File: src/rtl/video_stream_pkg.sv
// Shared definitions for the video stream broadcast block: beat layout and
// pointer-width helper.
package video_stream_pkg;

    localparam int unsigned VID_DATA_W_DEF = 24;
    localparam int unsigned VID_BEAT_W     = VID_DATA_W_DEF + 2;

    // Beat layout: {tuser, tlast, tdata}
    localparam int unsigned VID_DATA_OFS   = 0;

    function automatic int unsigned vid_beat_w(input int unsigned data_w);
        return data_w + 2;
    endfunction

    function automatic int unsigned vid_last_ofs(input int unsigned data_w);
        return data_w;
    endfunction

    function automatic int unsigned vid_user_ofs(input int unsigned data_w);
        return data_w + 1;
    endfunction

    function automatic int unsigned clog2(input int unsigned v);
        int unsigned r;
        r = 0;
        while ((32'd1 << r) < v) begin
            r = r + 1;
        end
        return r;
    endfunction

endpackage

File: src/rtl/video_stream_fifo.sv
// First-word-fall-through FIFO for one broadcast output; storage is not reset,
// only the pointers and occupancy count.
module video_stream_fifo
    import video_stream_pkg::*;
#(
    parameter int unsigned W     = 26,
    parameter int unsigned DEPTH = 4
) (
    input  logic         clk,
    input  logic         rst,
    input  logic         push,
    input  logic [W-1:0] din,
    output logic         full,
    input  logic         pop,
    output logic [W-1:0] dout,
    output logic         empty
);

    localparam int unsigned PTR_W = clog2(DEPTH);
    localparam logic [PTR_W:0] FULL_CNT = (PTR_W + 1)'(DEPTH);

    logic [W-1:0]     mem_q [DEPTH];
    logic [PTR_W-1:0] wr_ptr_q, wr_ptr_d;
    logic [PTR_W-1:0] rd_ptr_q, rd_ptr_d;
    logic [PTR_W:0]   count_q, count_d;
    logic             do_push, do_pop;

    assign full    = (count_q == FULL_CNT);
    assign empty   = (count_q == '0);
    assign do_push = push && !full;
    assign do_pop  = pop && !empty;
    assign dout    = mem_q[rd_ptr_q];

    always_comb begin
        wr_ptr_d = wr_ptr_q;
        rd_ptr_d = rd_ptr_q;
        count_d  = count_q;
        if (do_push) begin
            wr_ptr_d = wr_ptr_q + PTR_W'(1);
        end
        if (do_pop) begin
            rd_ptr_d = rd_ptr_q + PTR_W'(1);
        end
        case ({do_push, do_pop})
            2'b10:   count_d = count_q + (PTR_W + 1)'(1);
            2'b01:   count_d = count_q - (PTR_W + 1)'(1);
            default: count_d = count_q;
        endcase
    end

    always_ff @(posedge clk) begin
        if (rst) begin
            wr_ptr_q <= '0;
            rd_ptr_q <= '0;
            count_q  <= '0;
        end else begin
            wr_ptr_q <= wr_ptr_d;
            rd_ptr_q <= rd_ptr_d;
            count_q  <= count_d;
        end
    end

    always_ff @(posedge clk) begin
        if (do_push) begin
            mem_q[wr_ptr_q] <= din;
        end
    end

endmodule

File: src/rtl/video_stream_broadcast.sv
// AXI4-Stream video fork: replicates one input stream to NUM_OUT outputs, each
// buffered by its own FIFO, with the output enable mask latched on SOF beats.
module video_stream_broadcast
    import video_stream_pkg::*;
#(
    parameter int unsigned DATA_W     = 24,
    parameter int unsigned NUM_OUT    = 2,
    parameter int unsigned FIFO_DEPTH = 4
) (
    input  logic                      clk,
    input  logic                      rst,
    input  logic [NUM_OUT-1:0]        en_mask,
    input  logic [DATA_W-1:0]         s_axis_video_tdata,
    input  logic                      s_axis_video_tvalid,
    output logic                      s_axis_video_tready,
    input  logic                      s_axis_video_tlast,
    input  logic                      s_axis_video_tuser,
    output logic [NUM_OUT*DATA_W-1:0] m_axis_video_tdata,
    output logic [NUM_OUT-1:0]        m_axis_video_tvalid,
    input  logic [NUM_OUT-1:0]        m_axis_video_tready,
    output logic [NUM_OUT-1:0]        m_axis_video_tlast,
    output logic [NUM_OUT-1:0]        m_axis_video_tuser,
    output logic [NUM_OUT-1:0]        active_mask,
    output logic [15:0]               frame_cnt
);

    localparam int unsigned BEAT_W   = vid_beat_w(DATA_W);
    localparam int unsigned LAST_OFS = vid_last_ofs(DATA_W);
    localparam int unsigned USER_OFS = vid_user_ofs(DATA_W);

    if (NUM_OUT < 1 || NUM_OUT > 8) begin : g_bad_num_out
        $error("NUM_OUT must be in 1..8");
    end
    if (FIFO_DEPTH < 2 || (FIFO_DEPTH & (FIFO_DEPTH - 1)) != 0) begin : g_bad_depth
        $error("FIFO_DEPTH must be a power of two >= 2");
    end

    logic [NUM_OUT-1:0] active_mask_q, active_mask_d;
    logic [15:0]        frame_cnt_q, frame_cnt_d;
    logic [NUM_OUT-1:0] rmask;
    logic [NUM_OUT-1:0] fifo_full, fifo_empty, fifo_push, fifo_pop;
    logic [BEAT_W-1:0]  beat_in;
    logic               sof, accept;

    // SOF beats route by the newly requested mask; all others by the latched one.
    assign sof     = s_axis_video_tuser;
    assign rmask   = sof ? en_mask : active_mask_q;
    assign beat_in = {s_axis_video_tuser, s_axis_video_tlast, s_axis_video_tdata};

    assign s_axis_video_tready = &(~rmask | ~fifo_full);
    assign accept              = s_axis_video_tvalid && s_axis_video_tready;
    assign fifo_push           = {NUM_OUT{accept}} & rmask;
    assign fifo_pop            = ~fifo_empty & m_axis_video_tready;

    always_comb begin
        active_mask_d = active_mask_q;
        frame_cnt_d   = frame_cnt_q;
        if (accept && sof) begin
            active_mask_d = en_mask;
            frame_cnt_d   = frame_cnt_q + 16'd1;
        end
    end

    always_ff @(posedge clk) begin
        if (rst) begin
            active_mask_q <= '0;
            frame_cnt_q   <= '0;
        end else begin
            active_mask_q <= active_mask_d;
            frame_cnt_q   <= frame_cnt_d;
        end
    end

    assign active_mask = active_mask_q;
    assign frame_cnt   = frame_cnt_q;

    for (genvar g = 0; g < NUM_OUT; g++) begin : g_out
        logic [BEAT_W-1:0] beat_out;

        video_stream_fifo #(
            .W     (BEAT_W),
            .DEPTH (FIFO_DEPTH)
        ) u_fifo (
            .clk   (clk),
            .rst   (rst),
            .push  (fifo_push[g]),
            .din   (beat_in),
            .full  (fifo_full[g]),
            .pop   (fifo_pop[g]),
            .dout  (beat_out),
            .empty (fifo_empty[g])
        );

        assign m_axis_video_tdata[g*DATA_W +: DATA_W] = beat_out[VID_DATA_OFS +: DATA_W];
        assign m_axis_video_tlast[g]  = beat_out[LAST_OFS];
        assign m_axis_video_tuser[g]  = beat_out[USER_OFS];
        assign m_axis_video_tvalid[g] = !fifo_empty[g];
    end

endmodule

File: config.mk
export PLATFORM = sky130hd
export DESIGN_NAME = video_stream_broadcast
export DESIGN_NICKNAME = d
export VERILOG_FILES = /design/src/rtl/video_stream_pkg.sv /design/src/rtl/video_stream_fifo.sv /design/src/rtl/video_stream_broadcast.sv
export SDC_FILE = /design/constraint.sdc
export NUM_CORES = 1
export LEC_CHECK = 0
export ABC_AREA = 1
export ABC_CLOCK_PERIOD_IN_PS = 7800
export BUFFER_PORTS_ARGS = -buffer_cell sky130_fd_sc_hd__buf_4
export CORE_MARGIN = 3
export CORE_UTILIZATION = 50
export CTS_BUF_LIST = sky130_fd_sc_hd__clkbuf_16
export DETAILED_ROUTE_END_ITERATION = 8
export HOLD_SLACK_MARGIN = 0.02
export PLACE_DENSITY_LB_ADDON = 0.08
export SLEW_MARGIN = 20
export SYNTH_ARGS = -nofsm -noshare
export SYNTH_HDL_FRONTEND = slang
export SYNTH_HIERARCHICAL = 1
export SYNTH_SLANG_ARGS = --single-unit
export TNS_END_PERCENT = 30
File: constraint.sdc
create_clock -name clk -period 7.8 [get_ports clk]
set_input_delay 0.78 -clock clk [delete_from_list [all_inputs] [get_ports clk]]
set_output_delay 0.78 -clock clk [all_outputs]
set_load 0.02 [all_outputs]
# --- Yosys cells after proc, flatten, opt, wreduce, memory -nomap -nowiden ---
# Memories as Yosys holds them, arrays and structs flattened. A register that Yosys moved wholly into a read port is not among the register bits.
# Cells that the tools add are included.
op_classes:
  addsub: 9
  eq_ne: 6
  mux: 11
  n_bitwise: 6
  reduce_logical: 15
op_table:
  columns: ["operator", "count"]
  rows:
  - ["$add 16x1->16 const B", 1]
  - ["$pmux 3 s2", 2]
  - ["$mux 2", 5]
  - ["$add 2x1->2 const B", 4]
  - ["$add 3x1->3 const B", 2]
  - ["$eq 3x3->1 const B", 2]
  - ["$logic_and 1x1->1", 6]
  - ["$logic_not 3->1", 2]
  - ["$not 2->2", 3]
  - ["$sub 3x1->3 const B", 2]
  - ["$and 2x2->2", 2]
  - ["$eq 2x1->1 const B", 2]
  - ["$eq 2x2->1 const B", 2]
  - ["$logic_not 1->1", 4]
  - ["$mux 1", 4]
  - ["$reduce_bool 2->1", 2]
  - ["$or 2x2->2", 1]
  - ["$reduce_and 2->1", 1]
word_totals:
  ff_bits: 32
  ramBits: 208
  inputBits: 33
  out_inout_bits: 73
  word_cells: 57
  mem_count: 2
memory_table:
  columns: ["memory", "words", "word_bits", "read_ports", "rd_ports_with_merged_regs", "wr", "line", "text"]
  rows:
  - ["g_out[0].u_fifo.mem_q", 4, 26, 1, 1, 1, "video_stream_fifo.sv:22", "logic [W-1:0] mem_q [DEPTH];"]
  - ["g_out[1].u_fifo.mem_q", 4, 26, 1, 1, 1, "video_stream_fifo.sv:22", null]

# --- Depth between registers and ports, before layout ---
logic_depth:
  depth_word: 9
  mapped_depth: 19
  depth_no_buf: 18

# --- Hierarchy ---
# The synthesis kept the hierarchy.
by_module_without_submodules:
  columns: ["mod", "n_inst", "cells_per_inst", "area_per_inst_um2", "seq_area_each_um2"]
  rows:
  - ["video_stream_fifo", 2, 321, 4335.4, 3303.2]
  - ["video_stream_broadcast", 1, 173, 1087.3, 360.3]

# --- Worst setup path before layout ---
# Ideal clock, no wire load.
synth_path:
  kind: "input to register"
  start: "in s_axis_video_tuser"
  end: "mem g_out[1].u_fifo.mem_q[0][0], enable pin"
  setup_ns: 0.409
  arrival_ns: 2.853
  t_required_ns: 7.391
  slack_ns: 4.538
  path_stages: 11
  path_buffers: 2
  cell_sequence: "buf_6 -> inv_6 -> nand2_2 -> nand3_2 -> nand3_4 -> inv_6 -> buf_6 -> nand3_1 -> inv_1 -> nand2_2 -> nor2_1"
synth_between:
  elab_chain_len: 9
synth_lines:
  columns: ["element", "line", "text"]
  rows:
  - ["start, declared", "video_stream_broadcast.sv:17", "input logic s_axis_video_tuser,"]
  - ["$mux 2 (*)", "video_stream_broadcast.sv:47", "assign rmask = sof ? en_mask : active_mask_q;"]
  - ["$not 2->2", "video_stream_broadcast.sv:50", "assign s_axis_video_tready = &(~rmask | ~fifo_full);"]
  - ["$or 2x2->2", "video_stream_broadcast.sv:50", null]
  - ["$reduce_and 2->1", "video_stream_broadcast.sv:50", null]
  - ["$logic_and 1x1->1", "video_stream_broadcast.sv:51", "assign accept = s_axis_video_tvalid && s_axis_video_tready;"]
  - ["$and 2x2->2 (*)", "video_stream_broadcast.sv:52", "assign fifo_push = {NUM_OUT{accept}} & rmask;"]
  - ["named net fifo_push[1]", "video_stream_broadcast.sv:41", "logic [NUM_OUT-1:0] fifo_full, fifo_empty, fifo_push, fifo_pop;"]
  - ["$logic_and 1x1->1 (*)", "video_stream_fifo.sv:30", "assign do_push = push && !full;"]
  - ["$mux 1 (*)", "video_stream_fifo.sv:64", "if (do_push) begin"]
  - ["$mux 1 (not written as such) (*)", "video_stream_fifo.sv:65", "mem_q[wr_ptr_q] <= din;"]
  - ["end, declared", "video_stream_fifo.sv:22", null]
# Mark *: on every way through the listed nets, which the timed path passes. The rest lies on a longest branch.

==> results by group <==
Critical path
  – Critical Path End Type: output port
  – WP data required: 7020 ps
  – Crit Path Class: reg2out
  – Critical Path AT: 2610 ps
  – CP Launch Type: flip-flop
  – Worst Path Max Fanout: 53

Finish
  – Fin area: 11,500 um2
  – Diodes inserted: 0
  – Filler cell count in the final layout: 1,507
  – Final nets: 970
  – Synth-to-layout area growth: 17.5%
  – Post-route insts no fill: 1,203
  – Share of cells above drive strength 1: 0.180

STA
  – Final Cycle Share: 0.435
  – FMAX: 0.295 GHz
  – Final Hold Viols: 0
  – Worst-Margin Slew: 1030 ps
  – RSZ-0062 raised after global routing: no
  – Final clock skew: 19.6 ps
  – Final Max Tran Viols: 0
  – Minimum clock period: 3390 ps
  – Setup_tns: 0 ps
  – Slew HR: 0.314
  – Final setup fails: 0

Synthesis
  – Cell variety after synth: 28
  – Post-Synthesis Net Count: 861
  – Post-Syn Instances: 815
  – Synthesis Warnings: 6
  – Sequential-to-total area share from yosys stat: 0.714
  – Post-synth EDFFs: 208
  – Avg Inst Size Synth: 12.0 um2
  – Main synth FF type: edfxtp_1
  – Synthesis-stage register bit count: 244
  – Mapped Area: 9760 um2
  – Synth async-reset ratio: 0

Power and ir drop
  – Pwr Density: 252 nW/um2
  – Leak: 4.25 nW
  – Combinational power share: 0.126
  – Internal power: 2.16 mW
  – Total Power Consumption: 2.88 mW
  – Worst vdd ir: 0.139 mV
  – Sequential power share: 0.513
  – Clock power frac: 0.361
  – Switching Share: 0.252
  – Sw power: 0.726 mW

Detailed routing
  – WL final: 22,000 um
  – Via count: 6,442
  – First-pass detailed-route iteration total: 4
  – Initial DRC Count: 580
  – DRC violations left: 0
  – Post-DRT Antenna Nets: 0
  – Vias per cell: 5.35
  – WL/cell: 18.2 um

Place
  – Placed cells: 1,157
  – RePlAce Congestion: 0.806
  – Post-DP HPWL: 13,600 um
  – Port-buffer cells: 105
  – Area after DPL: 10,700 um2

Worst hold path
  – Min-delay worst type: reg2reg

GRT
  – Gr ovfl total: 0
  – Vias in the first global route: 6,577
  – Largest net degree at the start of global routing: 54
  – Initial antenna violation count: 0
  – GRT Overall Usage: 0.205
  – Global-route wire length before repair: 35,000 um

Floorplanning
  – IO Pins: 106
  – Area of the die: 21,200 um2
  – Die Width: 146 um
  – Placement Rows: 50
  – Die H: 146 um
  – Starting Density: 0.515
  – Core area: 19,000 um2

Clocking
  – Clk slew on worst S/H paths: 60 ps
  – Worst-Skew Late Latency: 520 ps
  – Post-CTS Setup Bufs: 0
  – CTS Sinks: 244
  – TritonCTS Buffers: 25
  – Root Buffer: clkbuf_16
  – Clock Path Buffers: 3
  – H-tree lvl count: 1
  – Hold_buf cts: 0
  – CTS tree: done
  – PostCTS Resize Cnt: 0

Job
  – Max-capacitance violation count: 0

Outcome
  – Outcome: completed
-- Yosys cell counts (3+ instances only) --
library cell | number | area share
nand3_1 | 26 | 0.013
o21ai_1 | 86 | 0.044
a21oi_1 | 17 | 0.0087
nand4_1 | 3 | 0.0019
buf_6 | 6 | 0.0069
ha_1 | 11 | 0.014
inv_1 | 55 | 0.021
buf_4 | 9 | 0.0069
edfxtp_1 | 208 | 0.64
nand2_1 | 73 | 0.028
dfxtp_1 | 36 | 0.074
buf_2 | 18 | 0.0092
nand2_2 | 4 | 0.0026
nor2_1 | 169 | 0.065
o21ai_0 | 22 | 0.011
o22ai_1 | 52 | 0.033
-- critical path: stages, from the launching register on --
cell and delay [ps]:
dfxtp_2 1000, inv_4 450, o21ai_1 250, o22ai_1 170, buf_4 200
-- layout by cell type (no fill, tap or decap), types with 2 or more instances in the layout --
| master | count |
|---|---|
| a21oi_1 | 17 |
| buf_4 | 115 |
| clkbuf_16 | 25 |
| clkinv_1 | 6 |
| dfxtp_1 | 33 |
| dfxtp_2 | 3 |
| edfxtp_1 | 208 |
| fa_1 | 2 |
| ha_1 | 11 |
| inv_1 | 67 |
| inv_2 | 2 |
| inv_4 | 2 |
| inv_6 | 3 |
| nand2_1 | 73 |
| nand2_2 | 4 |
| nand3_1 | 26 |
| nand3_4 | 2 |
| nand3b_1 | 2 |
| nand4_1 | 3 |
| nor2_1 | 161 |
| nor2_2 | 8 |
| nor3b_1 | 2 |
| o21ai_0 | 22 |
| o21ai_1 | 86 |
| o21bai_1 | 2 |
| o22ai_1 | 52 |
-- power by group through the flow --
stage	Sequential, mW	Combinational [mW]	Clock, mW
after floorplan	1.50	0.221	0
after global placement	1.51	0.356	0
after detailed placement	1.51	0.365	0
after CTS	1.48	0.367	1.06
after global routing	1.48	0.396	1.12
final	1.48	0.362	1.04
-- cell families after synthesis --
logic type / Yosys count / synth area share
flops: 244 / 0.714
compound gates: 179 / 0.0990
buf+inv: 95 / 0.0485
simple gates: 284 / 0.120
fa+ha+maj: 13 / 0.0182
-- state kept, by name (all words and copies together) (netlist names), named ones only --
signal,count
g_out.u_fifo/mem_q,208
frame_cnt,16
g_out.u_fifo/count_q,6
g_out.u_fifo/rd_ptr_q,4
g_out.u_fifo/wr_ptr_q,4
active_mask,2
-- path summary, 6_finish.rpt --
path / startpoint / endpoint / slack (ps) / cells after the start
worst max-delay path: flip-flop / m_axis_video_tdata[1] / 4410 / 4
worst min-delay path: g_out[0].u_fifo/wr_ptr_q[1]$_SDFFE_PP0P_ / g_out[0].u_fifo/wr_ptr_q[1]$_SDFFE_PP0P_ / 500 / 2
worst max register to register: g_out[0].u_fifo/count_q[1]$_SDFFE_PP0P_ / g_out[0].u_fifo/mem_q[3][24]$_DFFE_PP_ / 5120 / 11
worst min register to register: g_out[0].u_fifo/wr_ptr_q[1]$_SDFFE_PP0P_ / g_out[0].u_fifo/wr_ptr_q[1]$_SDFFE_PP0P_ / 500 / 2
-- area by class of cell --
cell class / instances / area [um2] / share of cell area
Sequential cell: 244 / 6970 / 0.608
Multi-Input combinational cell: 476 / 2340 / 0.204
Timing Repair Buffer: 115 / 863 / 0.0753
Clock buffer: 25 / 626 / 0.0546
Tap cell: 260 / 325 / 0.0284
Inverter: 62 / 248 / 0.0216
Clock inverter: 21 / 90.1 / 0.00786
-- metrics by stage --
step                hold slack, ps  setup slack, ps   util
global route                   494             4200  0.605
finish                         504             4410  0.605
detailed placement             495             4590  0.567
floorplan                      459             4540      -
global placement               474             4680  0.567
CTS                            486             4320  0.605
-- routing by layer --
layer	GRT usage	up-vias	wire length (um)
li1	-	3088	-
met1	0.278	3154	9840
met2	0.349	169	10600
met3	0.0364	31	1130
met4	0.0465	0	359
met5	0	-	0
(Power assumes the default switching activity.)
